===== src/rtl/pll_lock_supervisor.sv =====
// PLL lock supervisor: sequences PLL reset/power-down, qualifies the async LOCK input,
// retries failed locks and gates the system reset of the PLL-clocked domains.
module pll_lock_supervisor #(
  parameter int RST_PULSE_CYC    = 16,
  parameter int LOCK_STABLE_CYC  = 1024,
  parameter int LOCK_TIMEOUT_CYC = 65536,
  parameter int MAX_RETRY        = 3,
  parameter int SYNC_STAGES      = 2,
  localparam int RTW = (MAX_RETRY > 0) ? $clog2(MAX_RETRY + 1) : 1
) (
  input  logic           clk,
  input  logic           rst,
  input  logic           pll_lock,
  input  logic           relock_req,
  output logic           pll_reset,
  output logic           pll_pwd,
  output logic           sys_rst,
  output logic           locked,
  output logic           fail,
  output logic [RTW-1:0] retry_cnt
);

  localparam int RCW = $clog2(RST_PULSE_CYC + 1);
  localparam int SCW = $clog2(LOCK_STABLE_CYC + 1);
  localparam int TCW = $clog2(LOCK_TIMEOUT_CYC + 1);

  typedef enum logic [2:0] {
    ST_RESET  = 3'd0,
    ST_WAIT   = 3'd1,
    ST_STABLE = 3'd2,
    ST_RUN    = 3'd3,
    ST_FAIL   = 3'd4
  } state_t;

  state_t                 state, state_n;
  logic [SYNC_STAGES-1:0] lock_sync;
  logic                   lock_s;
  logic [RCW-1:0]         rst_cnt, rst_cnt_n;
  logic [SCW-1:0]         stb_cnt, stb_cnt_n, stb_inc;
  logic [TCW-1:0]         tmo_cnt, tmo_cnt_n, tmo_inc;
  logic [RTW-1:0]         retry_n;

  // Synchroniser stage: pll_lock is asynchronous to clk
  always_ff @(posedge clk or posedge rst) begin
    if (rst) lock_sync <= '0;
    else     lock_sync <= {lock_sync[SYNC_STAGES-2:0], pll_lock};
  end

  assign lock_s  = lock_sync[SYNC_STAGES-1];
  assign stb_inc = stb_cnt + SCW'(1);
  assign tmo_inc = tmo_cnt + TCW'(1);

  always_comb begin
    state_n   = state;
    rst_cnt_n = rst_cnt;
    stb_cnt_n = stb_cnt;
    tmo_cnt_n = tmo_cnt;
    retry_n   = retry_cnt;
    case (state)
      ST_RESET: begin
        tmo_cnt_n = '0;
        stb_cnt_n = '0;
        if (rst_cnt == RCW'(RST_PULSE_CYC - 1)) begin
          state_n   = ST_WAIT;
          rst_cnt_n = '0;
        end else begin
          rst_cnt_n = rst_cnt + RCW'(1);
        end
      end
      // WAIT always holds stb_cnt at zero, so both states share one counting path
      ST_WAIT, ST_STABLE: begin
        tmo_cnt_n = tmo_inc;
        if (tmo_inc == TCW'(LOCK_TIMEOUT_CYC)) begin
          rst_cnt_n = '0;
          stb_cnt_n = '0;
          if (retry_cnt == RTW'(MAX_RETRY)) begin
            state_n = ST_FAIL;
          end else begin
            state_n = ST_RESET;
            retry_n = retry_cnt + RTW'(1);
          end
        end else if (!lock_s) begin
          state_n   = ST_WAIT;
          stb_cnt_n = '0;
        end else begin
          stb_cnt_n = stb_inc;
          state_n   = (stb_inc == SCW'(LOCK_STABLE_CYC)) ? ST_RUN : ST_STABLE;
        end
      end
      ST_RUN: begin
        if (!lock_s || relock_req) begin
          state_n   = ST_RESET;
          rst_cnt_n = '0;
          retry_n   = '0;
        end
      end
      ST_FAIL: begin
        if (relock_req) begin
          state_n   = ST_RESET;
          rst_cnt_n = '0;
          retry_n   = '0;
        end
      end
      default: begin
        state_n   = ST_RESET;
        rst_cnt_n = '0;
        retry_n   = '0;
      end
    endcase
  end

  // State/output register stage: outputs decode state_n so they switch with the state
  always_ff @(posedge clk or posedge rst) begin
    if (rst) begin
      state     <= ST_RESET;
      rst_cnt   <= '0;
      stb_cnt   <= '0;
      tmo_cnt   <= '0;
      retry_cnt <= '0;
      pll_reset <= 1'b1;
      pll_pwd   <= 1'b0;
      sys_rst   <= 1'b1;
      locked    <= 1'b0;
      fail      <= 1'b0;
    end else begin
      state     <= state_n;
      rst_cnt   <= rst_cnt_n;
      stb_cnt   <= stb_cnt_n;
      tmo_cnt   <= tmo_cnt_n;
      retry_cnt <= retry_n;
      pll_reset <= (state_n == ST_RESET) || (state_n == ST_FAIL);
      pll_pwd   <= (state_n == ST_FAIL);
      sys_rst   <= (state_n != ST_RUN);
      locked    <= (state_n == ST_RUN);
      fail      <= (state_n == ST_FAIL);
    end
  end

endmodule


===== config.mk =====
export PLATFORM = sky130hd
export DESIGN_NAME = pll_lock_supervisor
export DESIGN_NICKNAME = d
export VERILOG_FILES = /design/src/rtl/pll_lock_supervisor.sv
export SDC_FILE = /design/constraint.sdc
export NUM_CORES = 1
export LEC_CHECK = 0
export CAP_MARGIN = 25
export CORE_ASPECT_RATIO = 0.7
export CORE_UTILIZATION = 55
export CTS_CLUSTER_SIZE = 25
export DETAILED_ROUTE_END_ITERATION = 6
export PLACE_DENSITY = 0.7
export REMOVE_ABC_BUFFERS = 1
export SLEW_MARGIN = 20
export SYNTH_ARGS = -nofsm -noshare
export SYNTH_HDL_FRONTEND = slang
export SYNTH_SLANG_ARGS = --single-unit

===== constraint.sdc =====
create_clock -name clk -period 3.6 [get_ports clk]
set_input_delay 0.36 -clock clk [delete_from_list [all_inputs] [get_ports clk]]
set_output_delay 0.36 -clock clk [all_outputs]
set_load 0.005 [all_outputs]

# [Yosys cells after proc, flatten, opt, wreduce, memory -nomap -nowiden]
# Index checks and enable logic that the tools add are counted.
[classes] add_sub_neg=4 n_reduce_logical=9 n_mux=22 n_eq_ne=15 n_bitwise=1
[op_table] operator="case mux 17 bit (2 select lines)" count=1
[op_table] operator="two-way mux 11 bit" count=2
[op_table] operator="case mux 11 bit (2 select lines)" count=1
[op_table] operator="two-way mux 5 bit" count=4
[op_table] operator="case mux 5 bit (4 select lines)" count=1
[op_table] operator="adder 17 x 1 -> 17 bit, second input constant" count=1
[op_table] operator="== test 17 bit, second input constant" count=1
[op_table] operator="two-way mux 3 bit" count=5
[op_table] operator="case mux 3 bit (4 select lines)" count=1
[op_table] operator="adder 11 x 1 -> 11 bit, second input constant" count=1
[op_table] operator="== test 11 bit, second input constant" count=1
[op_table] operator="two-way mux 2 bit" count=5
[op_table] operator="== test 3 x 2 -> 1 bit, second input constant" count=3
[op_table] operator="inequality test 2 bit, second input constant" count=4
[op_table] operator="case mux 2 bit (4 select lines)" count=1
[op_table] operator="== test 3 bit, second input constant" count=2
[op_table] operator="zero test 3 bit" count=2
[op_table] operator="adder 5 x 1 -> 5 bit, second input constant" count=1
[op_table] operator="== test 5 x 4 -> 1 bit, second input constant" count=1
[op_table] operator="AND reduction 5 bit" count=1
[op_table] operator="== test 3 x 1 -> 1 bit, second input constant" count=1
[op_table] operator="inequality test 3 x 2 -> 1 bit, second input constant" count=1
[op_table] operator="AND reduction 3 bit" count=1
[op_table] operator="adder 2 x 1 -> 2 bit, second input constant" count=1
[op_table] operator="other kinds (7)" count=8
[word_totals] input_bits=4 ff_bits=44 output_inout_bits=7 elab_cells=61

# [Longest topological paths before layout]
# Gate-level depths: netlist (run 1).
[logic_depth] depth_word=8 mapped_depth=10

# [Worst setup path after synthesis (run 1)]
# OpenSTA, ideal clock, no wires.
[synth_timing] path_kind="reg2reg" from="register tmo_cnt[0]" to="register retry_cnt[0]" stages_incl_launch_ff=10 slack_ns=0.813 period_less_slack_ns=2.787 arrival_time_ns=2.662 setup_ns=0.125 path_cell_list="dfrtp_1 ha_1 nand4_1 nor4_1 xor2_1 or3_1 nor4_4 nor2b_1 o21ai_1 mux2_2"
[synth_between] elab_chain_cells=4
[synth_lines] item="start: declaration" line="40" rtl="logic [TCW-1:0] tmo_cnt, tmo_cnt_n, tmo_inc;"
[synth_lines] item="start signal: assignment" line="129" rtl="tmo_cnt <= tmo_cnt_n;"
[synth_lines] item="adder 17 x 1 -> 17 bit" line="51" rtl="assign tmo_inc = tmo_cnt + TCW'(1);"
[synth_lines] item="== test 17 bit" line="73" rtl="if (tmo_inc == TCW'(LOCK_TIMEOUT_CYC)) begin"
[synth_lines] item="inequality test 2 bit (no line)"
[synth_lines] item="AND reduction 5 bit (no line)"
[synth_lines] item="end signal: assignment" line="130" rtl="retry_cnt <= retry_n;"
[synth_lines] item="end: declaration" line="20" rtl="output logic [RTW-1:0] retry_cnt"
# Every way passes these cells.
# A chain may end at the register's enable or synchronous reset.

# [Worst setup path in the final report (run 1)]
[layout_timing] from="register tmo_cnt[0]" to="register rst_cnt[3]"
[layout_between] elab_chain_cells=4
[layout_lines] item="adder 17 x 1 -> 17 bit" line="51"
[layout_lines] item="== test 17 bit" line="73"
[layout_lines] item="inequality test 2 bit (no line)"
[layout_lines] item="AND reduction 3 bit (no line)"
[layout_lines] item="end signal: assignment" line="127" rtl="rst_cnt <= rst_cnt_n;"
[layout_lines] item="end: declaration" line="38" rtl="logic [RCW-1:0] rst_cnt, rst_cnt_n;"
# Every way passes these cells.

==> impl.org, run 1 <==
** CTS
- Post-CTS setup buffer count :: 0
- Hold repair after CTS inserted 0 buffers.
- Number of cells upsized or downsized after cts :: 0
- Clock slew at reported path FFs :: around 0.1 ns
- Worst-case clock buffer depth :: 2
- Buffers inserted during clock tree synthesis total 5.
- For the worst-skew pair, the clock arrives at the later sink with an insertion delay of ~0.30 ns.
- Root buffer selected by CTS :: clkbuf_8
- CTS H-Tree Depth :: 2
- TritonCTS built the clock tree.
- The clock net in this run drives a total of 44 sinks.

** Detailed routing
- In this run the remaining antenna-violating nets after routing total 0.
- Dividing the detail-routed wire length by the instance count gives 15.49 um.
- Remaining routing DRC violations :: 0
- Post-Route WL :: 5.266 mm
- Total via count in the routed design :: 2,096
- In this run, the number of DRC markers left after iteration 0 of detailed routing was about 170.
- Dividing the detail-routed via count by the number of cells gives 6.165.
- Initial DRT Pass Iterations :: 5

** Power
- Total power for the finished layout comes to 1.381 mW.
- Power Density :: between 500 and 600 nW/um^2
- Leakage power total :: 1.189 nW
- Worst IR Drop VDD :: approximately 0.00036 V

** STA
- Worst-case headroom to the max-slew limit :: 51.92%
- Final Hold Vio Count :: 0
- Setup repair after global routing missed its margin :: no
- Setup violations remaining at the end of the flow were counted as 0.
- After layout, the worst path uses 90.70% of the clock period.
- The count of final max-slew check failures was 0.
- Worst clock skew :: 0.01276 ns
- The worst path meets setup with roughly 0.33 ns of slack.
- Max Fclk :: 306.3 MHz
- After layout, the minimum clock period comes to between 3 and 4 ns.
- Summed over all failing endpoints, the final setup total negative slack is 0 ns.
- Actual transition at the worst max-transition pin :: 0.7211 ns

** Logic synthesis
- Synthesis inferred 44 register bits.
- Post-synthesis sequential area ratio :: between 40% and 50%
- Synth top area share :: 41.58%
- Post-synth EDFFs :: 0
- Yosys instantiated no cell more often than dfrtp_1.
- Of all cell types, the one taking the most synthesized area is dfrtp_1.
- For this run, the number of Yosys warnings is 0.
- Counting every instance in the synthesized netlist gives 282.
- A synthesized cell averages 8.962 um^2.
- Synth Cell Area :: 2527 um^2
- Yosys mapped the design onto 47 distinct sky130hd cell types.
- Ranked by instance count, the synthesized netlist is headed by dfrtp_1, nand2_1, o21ai_0.
- Top post-synthesis cells by area :: dfrtp_1, o21ai_0, nand2_1
- Async SR Flop Fraction :: 100.0%
- For this run, the leading register cell type out of synthesis is dfrtp_1.

** Place
- OpenSTA, run right after detailed placement, puts the worst setup slack at roughly 0.39 ns.
- Once detailed placement completed, the half-perimeter wirelength came to roughly 3.5 mm.
- Total of buffers placed on input and output ports :: 10
- Final Wtd Congestion :: 0.8440

** Critical path
- Of all nets on the critical path, the largest fanout is 8.
- FF-to-FF path depth :: 9
- Worst path arrival time :: 3.45 ns
- Traced cell by cell, the critical path runs through ha_1, nand4_1, nor4_1, xor2_1, or3_1, nor4_4, nor2_1, a211oi_2, a31oi_1.
- In this design, the stage delay of the slowest critical-path cell is 0.55 ns.
- Worst-case register-to-register setup slack :: 0.33 ns
- WP data required :: 3.78 ns
- Timing startpoint of the critical path :: tmo_cnt[0]
- Reg2reg end :: rst_cnt[3]
- CP max stage cell :: nor4_1
- Worst flop-to-flop path startpoint :: tmo_cnt[0]
- Kind of launch point of the worst setup path :: flip-flop
- The worst setup path is captured at a flip-flop.
- By startpoint and endpoint, the worst setup path is classified as flip-flop to flip-flop.

** Global route
- Across every metal layer, demand over resource in global routing totals 23.28%.
- The initial antenna violation count was 0.
- Gr ovfl total :: 0
- The via count of the first global-routing pass was 1,803.
- Maximum number of pins on one net before global-route repair :: 45
- The first global-routing pass estimated between 8 and 9 mm of wire.

** Floorplanning
- After floorplanning, the core was divided into 20 placement rows.
- Vertical die dimension :: 58.72 um
- Floorplan die area :: 4875 um^2
- Top Ports :: 11
- The floorplan step set the die width to 83.03 um.
- The region available for standard cell placement spans 4379 um^2.
- Once the floorplan was initialized, standard cells occupied ~58% of the core.

** Cells and area
- The number of antenna diodes in the final layout is 0.
- The post-route netlist has 8.421% of its cells at a drive strength greater than 1.
- Fill cells :: 386
- From synthesis to final layout, the design area changed by 7.871%.
- In the final design database the tool counted between 200 and 300 nets.

** Min path
- Worst hold-check path type :: flip-flop to flip-flop
- The path with the worst hold slack has its endpoint at lock_sync[1].
- The startpoint identified for the worst hold timing path is lock_sync[0].
- Along the worst hold path, the cell count comes to 0.

** Outcome
- The flow ran to the end, and the final reports show no timing, DRC or antenna violations.

** Flow run
- Across the run, the number of max-cap violations was 0.
how the worst max path moves through the flow:
stage / slack (ns) / endpoint
final: 0.33 / rst_cnt[3]
after global routing: 0.06 / rst_cnt[3]
after CTS: 0.34 / rst_cnt[3]
after detailed placement: 0.39 / rst_cnt[3]
after global placement: 0.53 / stb_cnt[5]
after floorplan: 0.79 / stb_cnt[5]
layout make-up:
class                           instances  area [um^2]  area share [%]
Clock buffer                            5        68.82           2.524
Clock inverter                          3        18.77          0.6884
Inverter                                4        15.01          0.5507
Multi-Input combinational cell        216         1329           48.74
Sequential cell                        44         1104           40.48
Tap cell                               55        68.82           2.524
Timing Repair Buffer                   13        122.6           4.497
where the power goes:
part	total (mW)	internal [mW]	switching (mW)	leakage, nW
Sequential	0.619	0.552	0.0665	0.593
Clock	0.314	0.136	0.178	0.0479
Combinational	0.449	0.174	0.274	0.548
registers in the layout, summed over array words and instances (netlist names):
name       flops
stb_cnt       11
locked         1
state          3
lock_sync      2
fail           1
tmo_cnt       17
sys_rst        1
pll_reset      1
rst_cnt        5
retry_cnt      2
critical path, delay by kind of cell, from the launching register on:
kind / cells / cell delay, ns
AOI/OAI and AO/OA: 2 / 0.45
xor gates and xnor gates: 1 / 0.11
adders and majority gates: 1 / 0.33
DFF: 1 / 0.48
and+or+nand+nor: 5 / 1.77
per-stage QoR:
step           instances  area, um^2  util (%)  hold WS, ns
4_1_cts              340        2726     62.26       0.3546
6_report             340        2726     62.26       0.3536
3_5_place_dp         332        2639     60.26       0.3347
3_3_place_gp         331        2631     60.09       0.3338
5_1_grt              340        2726     62.26       0.3578
2_1_floorplan        264        2447         -       0.3312
layer usage:
metal	track usage [%]	part of all wire, %	vias up
li1	-	-	1039
met1	35.93	51	995
met2	33.84	42	58
met3	4.208	5.7	4
met4	5.911	0.84	0
met5	0	0	-
placed cells by master (no fill, tap or decap), types with 3 or more instances in the layout:
cell | synthesis | routed
o31ai_1 | 3 | 3
nor2_1 | 21 | 21
nand4_1 | 9 | 9
clkdlybuf4s50_1 | 0 | 10
o21ai_0 | 28 | 28
nand3_1 | 16 | 16
xor2_1 | 4 | 4
buf_4 | 1 | 3
and3_1 | 3 | 3
ha_1 | 5 | 5
a32o_1 | 3 | 3
a22o_1 | 10 | 10
a31oi_1 | 8 | 8
a21o_1 | 5 | 5
nand2_1 | 36 | 36
nor4_1 | 6 | 6
clkbuf_8 | 0 | 5
or2_2 | 3 | 3
nor3_1 | 7 | 7
or3_1 | 3 | 3
a21oi_1 | 11 | 11
xnor2_1 | 5 | 5
inv_1 | 4 | 3
nand2b_1 | 4 | 4
dfrtp_1 | 42 | 42
mux2i_1 | 3 | 3
cells by family (layout without fill, tap and decap cells):
family / after synthesis / in the layout / synth area share, %
AO/OA/AOI/OAI: 77 / 77 / 19.70
XOR/XNOR: 9 / 9 / 3.119
buffers and inverters: 22 / 25 / 3.762
multiplexers: 4 / 4 / 1.634
adder cells (fa/ha/maj): 5 / 5 / 2.475
AND/OR/NAND/NOR: 121 / 121 / 25.64
flip-flops: 44 / 44 / 43.66
Note: power is estimated with default switching activity, not from simulation.
==> run 2, diff against run 1 <==
--- a/config.mk
+++ b/config.mk
@@ -16,3 +16,4 @@
 export SYNTH_ARGS = -nofsm -noshare
 export SYNTH_HDL_FRONTEND = slang
 export SYNTH_SLANG_ARGS = --single-unit
+export TNS_END_PERCENT = 100
==> results of run 2 <==
Final layout, timing and power as in run 1 (identical DEF).
==> run 3, diff against run 2 <==
--- a/config.mk
+++ b/config.mk
@@ -7,12 +7,11 @@
 export LEC_CHECK = 0
 export CAP_MARGIN = 25
 export CORE_ASPECT_RATIO = 0.7
-export CORE_UTILIZATION = 55
+export CORE_UTILIZATION = 54
 export CTS_CLUSTER_SIZE = 25
 export DETAILED_ROUTE_END_ITERATION = 6
-export PLACE_DENSITY = 0.7
+export PLACE_DENSITY = 0.72
 export REMOVE_ABC_BUFFERS = 1
-export SLEW_MARGIN = 20
 export SYNTH_ARGS = -nofsm -noshare
 export SYNTH_HDL_FRONTEND = slang
 export SYNTH_SLANG_ARGS = --single-unit
==> constraint.sdc (replaced) <==
create_clock -name clk -period 2.8 [get_ports clk]
set_input_delay 0.28 -clock clk [delete_from_list [all_inputs] [get_ports clk]]
set_output_delay 0.28 -clock clk [all_outputs]
set_load 0.005 [all_outputs]
==> run 3 against run 2 <==
  * Sequential power is 27% higher
  * Die area increased by 1.8%
  * Final cell count grew 5.0%
  * Hold slack gained 0.0016 ns
  * Clock-buffer cell count is 1 higher
  * Utilization rose by 3.3 points
  * Register-to-register slack worse by 0.21 ns
  * Critical endpoint unchanged
==> impl.org, run 3 (synthesized netlist as in run 1, its figures left out) <==
** Outcome
- Result of the run :: completed

** Detailed routing
- After detailed routing, the number of vias per cell comes to 5.997.
- WL per Instance :: 15.54 um
- Remaining routing DRC violations :: 0
- Initial DRT Pass Iterations :: 4
- Antenna Nets Post-Route :: 0
- After detailed routing, the total wire length is 5.546 mm.
- The routed layout has roughly 2,100 vias.
- Number of DRC markers in iteration 0 :: 228

** Critical path
- Startpoint-to-endpoint class of the critical path :: flip-flop to flip-flop
- WP data required :: just under 3 ns
- Max Fanout on Critical Path :: 6
- Data on the critical path arrives at its endpoint at 2.84 ns.
- Crit-path max cell delay :: 0.38 ns
- The slowest stage of the critical path is the or3_4 cell.
- Category of the worst setup path capture point :: flip-flop
- STA classifies the critical path startpoint as a flip-flop.
- The signal on the critical path passes through ha_1, nand4_1, nor4_2, buf_4, xor2_1, or3_4, nor4_4, buf_6, nor2_1, a211oi_2, a31oi_1.

** Global route
- Wire length of the first global-routing pass :: 8.956 mm
- Antenna violations before repair :: 0
- Vias in the first global route :: 1,821
- Overall global routing resource usage :: between 20% and 30%
- Maximum number of pins on one net before global-route repair :: 27
- Gr ovfl total :: 0

** CTS
- CTS H-Tree Depth :: 2
- The tree is rooted in a clkbuf_8.
- TritonCTS Sinks :: 44
- The clock passes through at most 2 buffers.
- Clock slew at reported path FFs :: around 0.08 ns
- Total CTS buffers :: 5
- For this design, the CTS-stage hold fixing added 0 buffers.
- The later pin in the worst-skew pair is clocked with a latency of 0.30 ns.
- TritonCTS built the clock tree.

** Cells and area
- Total area of multi-input combinational cells :: 1366 um^2
- Most frequent cells in the layout :: dfrtp_1, nand2_1, o21ai_0
- Signed area change from the synthesized netlist to the final layout :: 14.21%
- Count of antenna diodes in the layout :: 0
- The post-route netlist has 15.23% of its cells at a drive strength greater than 1.
- The library cell used most frequently in the layout, excluding fill and tap cells, is dfrtp_1.
- The largest registers in the layout are tmo_cnt: 17 flops, stb_cnt: 11 flops, rst_cnt: 5 flops.
- Post-route non-filler standard cell count :: 357
- Flip-flop count of the largest register, all copies and words added :: 17
- Final net count :: approximately 310
- Fill cells in the final layout number 366.
- Largest reg by FF count :: tmo_cnt
- Flip-flop and latch area :: 1105 um^2

** Power
- The design draws 1.791 mW.
- Power Density :: slightly above 600 nW/um^2
- In this run, the clock network consumes 21.3% of the power.
- Power share of the combinational group :: 34.9%
- The internal portion of the total power is 1.131 mW.
- Summed over all nets, the switching power comes to between 600 and 700 uW.
- Leakage power total :: 1.280 nW
- The worst-case IR drop observed on VDD is 0.0004991 V.
- Net switching share of the total power :: 36.88%
- Sequential power share :: 43.8%

** Floorplanning
- Number of placement rows :: 20
- Core Box Area :: 4404 um^2
- Vertical die dimension :: about 60 um
- The die covers 4963 um^2.
- Die span in x :: 83.77 um
- Pin placement for this block handled 11 I/O pins.
- Once the floorplan was initialized, standard cells occupied 57.39% of the core.

** STA
- Actual transition at the worst max-transition pin :: 0.9144 ns
- In the post-route analysis, the smallest setup slack over all paths is approximately 0.13 ns.
- Max Fclk :: roughly 370 MHz
- The clock arrives with 0.007609 ns of skew.
- The final critical path takes up 95.40% of the cycle.
- After routing, the total negative slack on setup checks comes to 0 ns.
- Final Hold Vio Count :: 0
- Headroom to the max-slew limit came out at 38.66%.
- The routed design could run at a clock period as short as 2.671 ns.
- Final count of negative-setup-slack endpoints :: 0
- The count of final max-slew check failures is 0.

** Place
- At the end of routability-driven placement, the weighted congestion stood at slightly above 0.8.
- Total of buffers placed on input and output ports :: 10
- Number of cells in the design after placement :: 348
- Hpwl dp :: 3.753 mm
- Timing analysis after detailed placement gives a worst setup slack of 0.05146 ns.

** Min path
- In this run the worst hold path is classified as flip-flop to flip-flop.

** Flow run
- Across the run, the number of max-cap violations was 0.
## run 3: timing repair
action,in CTS,in global routing
endpoints found under the setup margin,0,19
resized for setup,0,7
buffers inserted,0,1
## run 3: stage by stage
step           hold slack (ns)  cell area [um^2]  utilization, %
3_3_place_gp            0.3325              2759           62.64
6_report                0.3552              2887           65.54
4_1_cts                 0.3575              2836           64.40
2_1_floorplan           0.3114              2447               -
3_5_place_dp            0.3379              2759           62.64
5_1_grt                 0.3605              2887           65.54
## run 3: worst paths after layout
| kind | startpoint | to | slack, ns | depth (start not counted) |
|---|---|---|---|---|
| max | tmo_cnt[1] | rst_cnt[3] | 0.13 | 11 |
| min | lock_sync[0] | lock_sync[1] | 0.36 | 0 |
| max reg2reg | tmo_cnt[1] | rst_cnt[3] | 0.13 | 11 |
| min reg2reg | lock_sync[0] | lock_sync[1] | 0.36 | 0 |
| max in group asynchronous | rst | tmo_cnt[4] | 1.80 | 3 |
| min in group asynchronous | rst | stb_cnt[3] | 0.37 | 2 |
## run 3: cell type report
cell class	instances	share of cell area, %
multi-input combinational	217	47.33
clock inverter	1	0.1734
inverter	4	0.5202
tap	55	2.384
timing repair buffer	30	8.799
clock buffer	6	2.514
sequential	44	38.27
## run 3: layer usage
metal / track usage [%] / wire length [um]
met5: 0 / 0
met4: 7.506 / 52
met3: 5.014 / 271
met2: 33.57 / 2362
met1: 34.97 / 2860
## run 3: critical path: cells and delay by family, from the launching register on
kind	cells	cell delay, ns
AND/OR/NAND/NOR	5	1.18
AO/OA/AOI/OAI	2	0.44
XOR/XNOR	1	0.06
adder cells (fa/ha/maj)	1	0.18
buffers and inverters	2	0.33
flip-flops	1	0.37
## run 3: power groups by stage
stage                     Combinational [mW]  Clock, mW  Sequential (mW)
after global routing                   0.686      0.420            0.798
after detailed placement               0.605          0            0.796
after global placement                 0.593          0            0.792
after CTS                              0.608      0.397            0.783
final                                  0.625      0.381            0.785
after floorplan                        0.415          0            0.791
